### src/rtl/load_store_unit_pkg.sv
// Shared types for the load/store unit and its memory port: access sizes,
// controller states and the per-beat drive helper.
package definitions;

    typedef enum logic [1:0] {
        SIZE_BYTE = 2'd0,
        SIZE_HALF = 2'd1,
        SIZE_WORD = 2'd2
    } mem_access_size_t;

    typedef enum logic [1:0] {
        IDLE   = 2'd0,
        ACCESS = 2'd1,
        RESP   = 2'd2
    } lsu_state_t;

    typedef struct packed {
        logic [31:0]      addr;
        mem_access_size_t size;
        logic [31:0]      data;
    } lsu_beat_t;

    function automatic logic is_misaligned(input mem_access_size_t size, input logic [31:0] addr);
        return (size == SIZE_HALF && addr[0]) || (size == SIZE_WORD && addr[1:0] != 2'b00);
    endfunction

    function automatic logic [1:0] last_beat_idx(input mem_access_size_t size, input logic split);
        if (!split)
            return 2'd0;
        return (size == SIZE_WORD) ? 2'd3 : 2'd1;
    endfunction

    // Split beats walk the address one byte at a time and carry byte lane k in bits [7:0].
    function automatic lsu_beat_t beat_drive(input mem_access_size_t size, input logic [31:0] addr,
                                             input logic [31:0] data, input logic split,
                                             input logic [1:0] k);
        lsu_beat_t b;
        if (split) begin
            b.addr = addr + {30'd0, k};
            b.size = SIZE_BYTE;
            b.data = {24'd0, data[{k, 3'b000} +: 8]};
        end else begin
            b.addr = addr;
            b.size = size;
            b.data = data;
        end
        return b;
    endfunction

endpackage

### src/rtl/mem_if.sv
// Simple memory port: registered request side driven by the LSU, read data
// returned combinationally by the memory.
interface mem_if;
    import definitions::*;

    logic [31:0]      rd_addr;
    mem_access_size_t rd_size;
    logic [31:0]      rd_data;
    logic             wr_enable;
    logic [31:0]      wr_addr;
    logic [31:0]      wr_data;
    mem_access_size_t wr_size;

    modport slave (
        output rd_addr, rd_size, wr_enable, wr_addr, wr_data, wr_size,
        input  rd_data
    );

    modport master (
        input  rd_addr, rd_size, wr_enable, wr_addr, wr_data, wr_size,
        output rd_data
    );
endinterface

### src/rtl/load_extend.sv
// Zero/sign extension of raw load data to 32 bits according to access size.
module load_extend
    import definitions::*;
(
    input  logic [31:0]      data_i,
    input  mem_access_size_t size_i,
    input  logic             signed_i,
    output logic [31:0]      result_o
);

    always_comb begin
        result_o = data_i;
        case (size_i)
            SIZE_BYTE: result_o = {{24{signed_i & data_i[7]}}, data_i[7:0]};
            SIZE_HALF: result_o = {{16{signed_i & data_i[15]}}, data_i[15:0]};
            default:   result_o = data_i;
        endcase
    end

endmodule

### src/rtl/load_store_unit.sv
// Single-outstanding load/store unit: accepts one request, runs one or more
// memory beats (misaligned accesses optionally split into bytes), then responds.
module load_store_unit
    import definitions::*;
#(
    parameter int SPLIT_MISALIGNED = 1
) (
    input  logic             clk_i,
    input  logic             rst_ni,
    input  logic             req_valid_i,
    output logic             req_ready_o,
    input  logic             req_we_i,
    input  mem_access_size_t req_size_i,
    input  logic             req_signed_i,
    input  logic [31:0]      req_addr_i,
    input  logic [31:0]      req_wdata_i,
    output logic             rsp_valid_o,
    input  logic             rsp_ready_i,
    output logic [31:0]      rsp_rdata_o,
    mem_if.slave             memif
);

    lsu_state_t       state_q, state_d;
    logic [1:0]       beat_q, beat_d;
    logic             we_q, signed_q;
    mem_access_size_t size_q;
    logic [31:0]      addr_q, wdata_q;
    logic [31:0]      asm_q, asm_d;
    logic             rsp_valid_q;
    logic [31:0]      rsp_rdata_q;
    logic [31:0]      rd_addr_q, wr_addr_q, wr_data_q;
    mem_access_size_t rd_size_q, wr_size_q;

    logic             req_split, split, last_beat;
    lsu_beat_t        beat0, beat_nxt;
    logic [31:0]      ext_result;

    assign req_split = (SPLIT_MISALIGNED != 0) && is_misaligned(req_size_i, req_addr_i);
    assign split     = (SPLIT_MISALIGNED != 0) && is_misaligned(size_q, addr_q);
    assign last_beat = (beat_q == last_beat_idx(size_q, split));
    assign beat0     = beat_drive(req_size_i, req_addr_i, req_wdata_i, req_split, 2'd0);
    assign beat_nxt  = beat_drive(size_q, addr_q, wdata_q, split, beat_q + 2'd1);

    // Split loads collect one byte per beat; the last beat's byte is merged
    // combinationally so the response can be registered on that same edge.
    always_comb begin
        asm_d = asm_q;
        if (split)
            asm_d[{beat_q, 3'b000} +: 8] = memif.rd_data[7:0];
        else
            asm_d = memif.rd_data;
    end

    load_extend u_load_extend (
        .data_i   (asm_d),
        .size_i   (size_q),
        .signed_i (signed_q),
        .result_o (ext_result)
    );

    always_comb begin
        state_d     = state_q;
        beat_d      = beat_q;
        req_ready_o = 1'b0;
        case (state_q)
            IDLE: begin
                req_ready_o = 1'b1;
                if (req_valid_i) begin
                    state_d = ACCESS;
                    beat_d  = 2'd0;
                end
            end
            ACCESS: begin
                if (last_beat)
                    state_d = RESP;
                else
                    beat_d = beat_q + 2'd1;
            end
            RESP: begin
                if (rsp_ready_i)
                    state_d = IDLE;
            end
            default: state_d = IDLE;
        endcase
    end

    always_ff @(posedge clk_i) begin
        if (!rst_ni) begin
            state_q     <= IDLE;
            beat_q      <= 2'd0;
            we_q        <= 1'b0;
            signed_q    <= 1'b0;
            size_q      <= SIZE_BYTE;
            addr_q      <= '0;
            wdata_q     <= '0;
            asm_q       <= '0;
            rsp_valid_q <= 1'b0;
            rsp_rdata_q <= '0;
            rd_addr_q   <= '0;
            rd_size_q   <= SIZE_BYTE;
            wr_addr_q   <= '0;
            wr_data_q   <= '0;
            wr_size_q   <= SIZE_BYTE;
        end else begin
            state_q <= state_d;
            beat_q  <= beat_d;
            case (state_q)
                IDLE: begin
                    if (req_valid_i) begin
                        we_q      <= req_we_i;
                        size_q    <= req_size_i;
                        signed_q  <= req_signed_i;
                        addr_q    <= req_addr_i;
                        wdata_q   <= req_wdata_i;
                        asm_q     <= '0;
                        rd_addr_q <= beat0.addr;
                        rd_size_q <= beat0.size;
                        wr_addr_q <= beat0.addr;
                        wr_data_q <= beat0.data;
                        wr_size_q <= beat0.size;
                    end
                end
                ACCESS: begin
                    asm_q <= asm_d;
                    if (last_beat) begin
                        rsp_valid_q <= 1'b1;
                        rsp_rdata_q <= we_q ? 32'd0 : ext_result;
                        rd_size_q   <= SIZE_BYTE;
                    end else begin
                        rd_addr_q <= beat_nxt.addr;
                        rd_size_q <= beat_nxt.size;
                        wr_addr_q <= beat_nxt.addr;
                        wr_data_q <= beat_nxt.data;
                        wr_size_q <= beat_nxt.size;
                    end
                end
                RESP: begin
                    if (rsp_ready_i)
                        rsp_valid_q <= 1'b0;
                end
                default: ;
            endcase
        end
    end

    // Write strobe is gated by reset directly so an aborted beat never lands.
    assign memif.wr_enable = rst_ni && (state_q == ACCESS) && we_q;
    assign memif.rd_addr   = rd_addr_q;
    assign memif.rd_size   = rd_size_q;
    assign memif.wr_addr   = wr_addr_q;
    assign memif.wr_data   = wr_data_q;
    assign memif.wr_size   = wr_size_q;
    assign rsp_valid_o     = rsp_valid_q;
    assign rsp_rdata_o     = rsp_rdata_q;

endmodule

### src/flat_wrapper.sv
// flat-port wrapper written by rule: the top's interface ports become plain ports
module load_store_unit_flat import definitions::*;
#(
    parameter int SPLIT_MISALIGNED = 1
)
  (clk_i, rst_ni, req_valid_i, req_ready_o, req_we_i, req_size_i, req_signed_i, req_addr_i, req_wdata_i, rsp_valid_o, rsp_ready_i, rsp_rdata_o, memif_rd_addr, memif_rd_size, memif_wr_enable, memif_wr_addr, memif_wr_data, memif_wr_size, memif_rd_data);
  mem_if memif_i ();
  input  logic clk_i;
  input  logic rst_ni;
  input  logic req_valid_i;
  output logic req_ready_o;
  input  logic req_we_i;
  input  mem_access_size_t req_size_i;
  input  logic req_signed_i;
  input  logic [31:0] req_addr_i;
  input  logic [31:0] req_wdata_i;
  output logic rsp_valid_o;
  input  logic rsp_ready_i;
  output logic [31:0] rsp_rdata_o;
  output wire logic [$bits(memif_i.rd_addr)-1:0] memif_rd_addr;
  output wire logic [$bits(memif_i.rd_size)-1:0] memif_rd_size;
  output wire logic [$bits(memif_i.wr_enable)-1:0] memif_wr_enable;
  output wire logic [$bits(memif_i.wr_addr)-1:0] memif_wr_addr;
  output wire logic [$bits(memif_i.wr_data)-1:0] memif_wr_data;
  output wire logic [$bits(memif_i.wr_size)-1:0] memif_wr_size;
  input wire logic [$bits(memif_i.rd_data)-1:0] memif_rd_data;
  assign memif_rd_addr = memif_i.rd_addr;
  assign memif_rd_size = memif_i.rd_size;
  assign memif_wr_enable = memif_i.wr_enable;
  assign memif_wr_addr = memif_i.wr_addr;
  assign memif_wr_data = memif_i.wr_data;
  assign memif_wr_size = memif_i.wr_size;
  assign memif_i.rd_data = memif_rd_data;
  load_store_unit #(.SPLIT_MISALIGNED(SPLIT_MISALIGNED)) u_core (.clk_i(clk_i), .rst_ni(rst_ni), .req_valid_i(req_valid_i), .req_ready_o(req_ready_o), .req_we_i(req_we_i), .req_size_i(req_size_i), .req_signed_i(req_signed_i), .req_addr_i(req_addr_i), .req_wdata_i(req_wdata_i), .rsp_valid_o(rsp_valid_o), .rsp_ready_i(rsp_ready_i), .rsp_rdata_o(rsp_rdata_o), .memif(memif_i));
endmodule
### config.mk
export PLATFORM = sky130hd
export DESIGN_NAME = load_store_unit_flat
export DESIGN_NICKNAME = d
export VERILOG_FILES = /design/src/rtl/load_store_unit_pkg.sv /design/src/rtl/mem_if.sv /design/src/rtl/load_extend.sv /design/src/rtl/load_store_unit.sv /design/src/flat_wrapper.sv
export SDC_FILE = /design/constraint.sdc
export NUM_CORES = 1
export LEC_CHECK = 0
export ABC_AREA = 1
export CORE_UTILIZATION = 30
export CTS_BUF_LIST = sky130_fd_sc_hd__clkbuf_2 sky130_fd_sc_hd__clkbuf_4 sky130_fd_sc_hd__clkbuf_8
export DETAILED_ROUTE_END_ITERATION = 10
export GPL_TIMING_DRIVEN = 0
export HOLD_SLACK_MARGIN = 0.03
export PLACE_DENSITY = 0.64
export SLEW_MARGIN = 10
export SYNTH_ARGS = -nofsm -noshare
export SYNTH_HDL_FRONTEND = slang
export SYNTH_SLANG_ARGS = --single-unit
### constraint.sdc
create_clock -name clk_i -period 6.3 [get_ports clk_i]
set_input_delay 0.63 -clock clk_i [delete_from_list [all_inputs] [get_ports clk_i]]
set_output_delay 0.63 -clock clk_i [all_outputs]
set_load 0.005 [all_outputs]
==> flow_summary.yaml <==
outcome:
  outcome: "finished, final reports clean"
global_route:
  overflow: 0
  grt_pass1_wl_um: 61200
  grt_usage: 0.223
  antenna_found_initial: 2
  grt_pass1_vias: 11000
  grt_max_degree: 14
critical_path:
  path_delay_family: "simple AND/OR/NAND/NOR gates"
  worstSetupPathType: "flop to flop"
  startpoint: "u_core.beat_q[0]$_SDFFE_PN0P_"
  path_buf_inv: 3
  rr_startpoint: "u_core.beat_q[0]$_SDFFE_PN0P_"
  crit_fanout: 13
  timing.critical_path.to_type: "flop"
  path_common_cell: "nand2_1"
  cp.required_ns: 6.76
  slowest_stage: "ha_1"
  slowest_delay_ns: 0.71
  critPathArrivalTime_ns: 4.38
  crit_chain: "buf_2, inv_1, buf_1, ha_1, fa_1, nand3_1, nor2_1, nand2_1, nor2_1, nand2_1, nor2_1, nand2_1, nand2_1, nand3_1, a21oi_1"
  startpoint_type: "flop"
final_layout:
  finalNetCount: 1939
  multi_input_area_um2: 5250
  areaGrowthSynthToFinish_pct: 36.7
  final-seq-area_um2: 4100
  drive_above_1_share: 0.0846
  fillers: 3537
  final_cell_mix: "nand2_1, clkdlybuf4s50_1, dfxtp_1, a21oi_1, nor2_1"
  final_common_cell: "nand2_1"
  stdcell_count: 2306
synthesis:
  yosysSeqAreaShare: 0.398
  ys_types: 40
  syn_nets: 1663
  ys.warnings.count: 0
  syn_avg_cell_area_um2: 6.66
  syn-instance-count: 1551
  syn-cell-area_um2: 10300
  synth-seq-cells: 205
floorplan:
  ioPinCount: 239
  start_util: 0.306
  die-area_um2: 35200
  core-area_um2: 33700
  row_count: 67
  dieHeight_um: 187
  die_w_um: 187
timing:
  finalHoldWorstSlack_ns: 0.455
  setup_viol: 0
  final_hold_viol_count: 0
  fin_crit_ns: 3.92
  post-route-period-util: 0.622
  fmax_mhz: 255
  grt_setup_unrepaired: "false"
  timing.setup.tns_ns: 0
  slew_viol_final: 0
  slew_headroom: 0.337
  clock_skew_ns: 0.0288
  tightest_slew_ns: 0.990
pwr:
  p_per_area_nw_per_um2: 287
  leakagePower_nw: 5.32
  totalPowerFinal_mw: 4.04
  vdd_ir_drop_max_uv: 124
clock_network:
  h-tree-depth: 2
  postCtsHoldBufs: 0
  clock_path_buffers: 3
  post-cts-setup-buffers: 0
  cts-buffers-inserted: 37
  cts-root-buf: "clkbuf_8"
  clock_sink_count: 205
  cts_tree: "built"
  cts_resized: 0
  clock_latency_ns: 0.55
  clk_pin_slew_ns: 0.06
drt:
  via_count: 11600
  drc: 0
  drt_wl_total_um: 40400
  drt-vias-per-instance: 5.01
  drt_iter0_drc: 898
  dr.pass1.iters: 5
  wl_per_cell_um: 17.5
  detail-route-antenna-nets: 0
placement:
  portBuffers: 237
  placed_cells: 2236
  place_congestion: 0.912
  dp_hpwl_um: 30900
hold_path:
  hold_start: "u_core.wdata_q[7]$_SDFFE_PN0P_"
  hold_class: "flop to flop"
flow_run:
  maxCapViolCount: 0
-- layout make-up --
cell class,count,share of cell area
multi-input combinational,1135,0.372
sequential,205,0.291
timing repair buffer,237,0.168
clock buffer,54,0.0491
buffer,125,0.0459
tap,448,0.0397
inverter,86,0.0229
clock inverter,14,0.0110
antenna,2,0.000355
-- cell families (layout without fill, tap and decap cells) --
| kind of cell | after synthesis | in the layout | share of synthesized area |
|---|---|---|---|
| xor+xnor | 5 | 5 | 0.00497 |
| other cells | 0 | 2 | 0 |
| buf+inv | 211 | 516 | 0.0941 |
| mux | 1 | 1 | 0.000970 |
| compound gates | 401 | 401 | 0.205 |
| flops | 205 | 205 | 0.398 |
| fa+ha+maj | 8 | 8 | 0.0104 |
| simple gates | 720 | 720 | 0.287 |
-- flip-flops by register name, summed over array words and instances, names as in the netlist, 32 cells and up --
name,cells
u_core.addr_q,32
u_core.memif.wr_data,32
u_core.wdata_q,32
u_core.rsp_rdata_o,32
u_core.asm_q,32
u_core.memif.rd_addr,32
-- Yosys cell counts --
cell type | instances | area share
inv_1 | 77 | 0.028
a31oi_1 | 1 | 0.00061
buf_2 | 20 | 0.0097
xor2_2 | 1 | 0.0016
or2_2 | 6 | 0.0036
nand2_1 | 412 | 0.15
mux2i_1 | 1 | 0.00097
clkinv_1 | 2 | 0.00073
buf_6 | 2 | 0.0022
o21ai_1 | 11 | 0.0053
xor2_1 | 4 | 0.0034
o2111ai_1 | 7 | 0.0059
nor2_4 | 2 | 0.0022
buf_4 | 37 | 0.027
nand4_1 | 8 | 0.0048
nand4_4 | 1 | 0.0021
a21oi_1 | 197 | 0.096
o211ai_1 | 15 | 0.011
o22ai_1 | 2 | 0.0012
ha_1 | 7 | 0.0085
nand2_4 | 2 | 0.0022
a21boi_0 | 8 | 0.0058
o31ai_4 | 1 | 0.0021
o31ai_1 | 1 | 0.00073
clkbuf_1 | 58 | 0.021
o21ai_0 | 157 | 0.076
dfxtp_1 | 205 | 0.40
or2_1 | 1 | 0.00061
o211a_1 | 1 | 0.00097
and2_1 | 1 | 0.00061
nand3b_1 | 2 | 0.0015
nor2_1 | 176 | 0.064
nand2_2 | 7 | 0.0042
nand3_2 | 3 | 0.0029
buf_1 | 8 | 0.0029
inv_2 | 7 | 0.0025
nor3b_1 | 1 | 0.00073
nor3_1 | 6 | 0.0029
nand3_1 | 92 | 0.045
fa_1 | 1 | 0.0019
-- power breakdown --
group	internal, mW	switching [mW]
Sequential	1.44	0.103
Clock	0.838	0.598
Combinational	0.461	0.608
-- tightest hold or removal path: cells and delay by family, from the launching register on --
family	cells	cell delay [ns]
flip-flops	1	0.31
AO/OA/AOI/OAI	1	0.05
buffers and inverters	1	0.05
-- stage by stage --
stage / utilization / instance area, um^2 / worst slack (ns)
global route: 0.419 / 14100 / 2.08
CTS: 0.419 / 14100 / 2.43
floorplan: - / 10300 / 3.51
detailed placement: 0.393 / 13300 / 2.49
finish: 0.419 / 14100 / 2.38
global placement: 0.393 / 13300 / 2.57
-- layer usage --
layer,vias up,global-route usage,wire [um]
li1,5636,-,-
met3,80,0.0451,3130
met5,-,0,0
met2,479,0.359,18100
met1,5356,0.291,17800
met4,0,0.0882,1360
-- path summary, 6_finish.rpt --
path | slack (ns) | depth (start not counted) | end
hold reg to reg | 0.46 | 2 | u_core.wdata_q[7]$_SDFFE_PN0P_
setup reg to reg | 2.38 | 15 | u_core.memif.rd_addr[24]$_SDFFE_PN0P_
setup / recovery | 2.38 | 15 | u_core.memif.rd_addr[24]$_SDFFE_PN0P_
hold / removal | 0.46 | 2 | u_core.wdata_q[7]$_SDFFE_PN0P_
No activity file was read; power rests on OpenSTA's default activity.
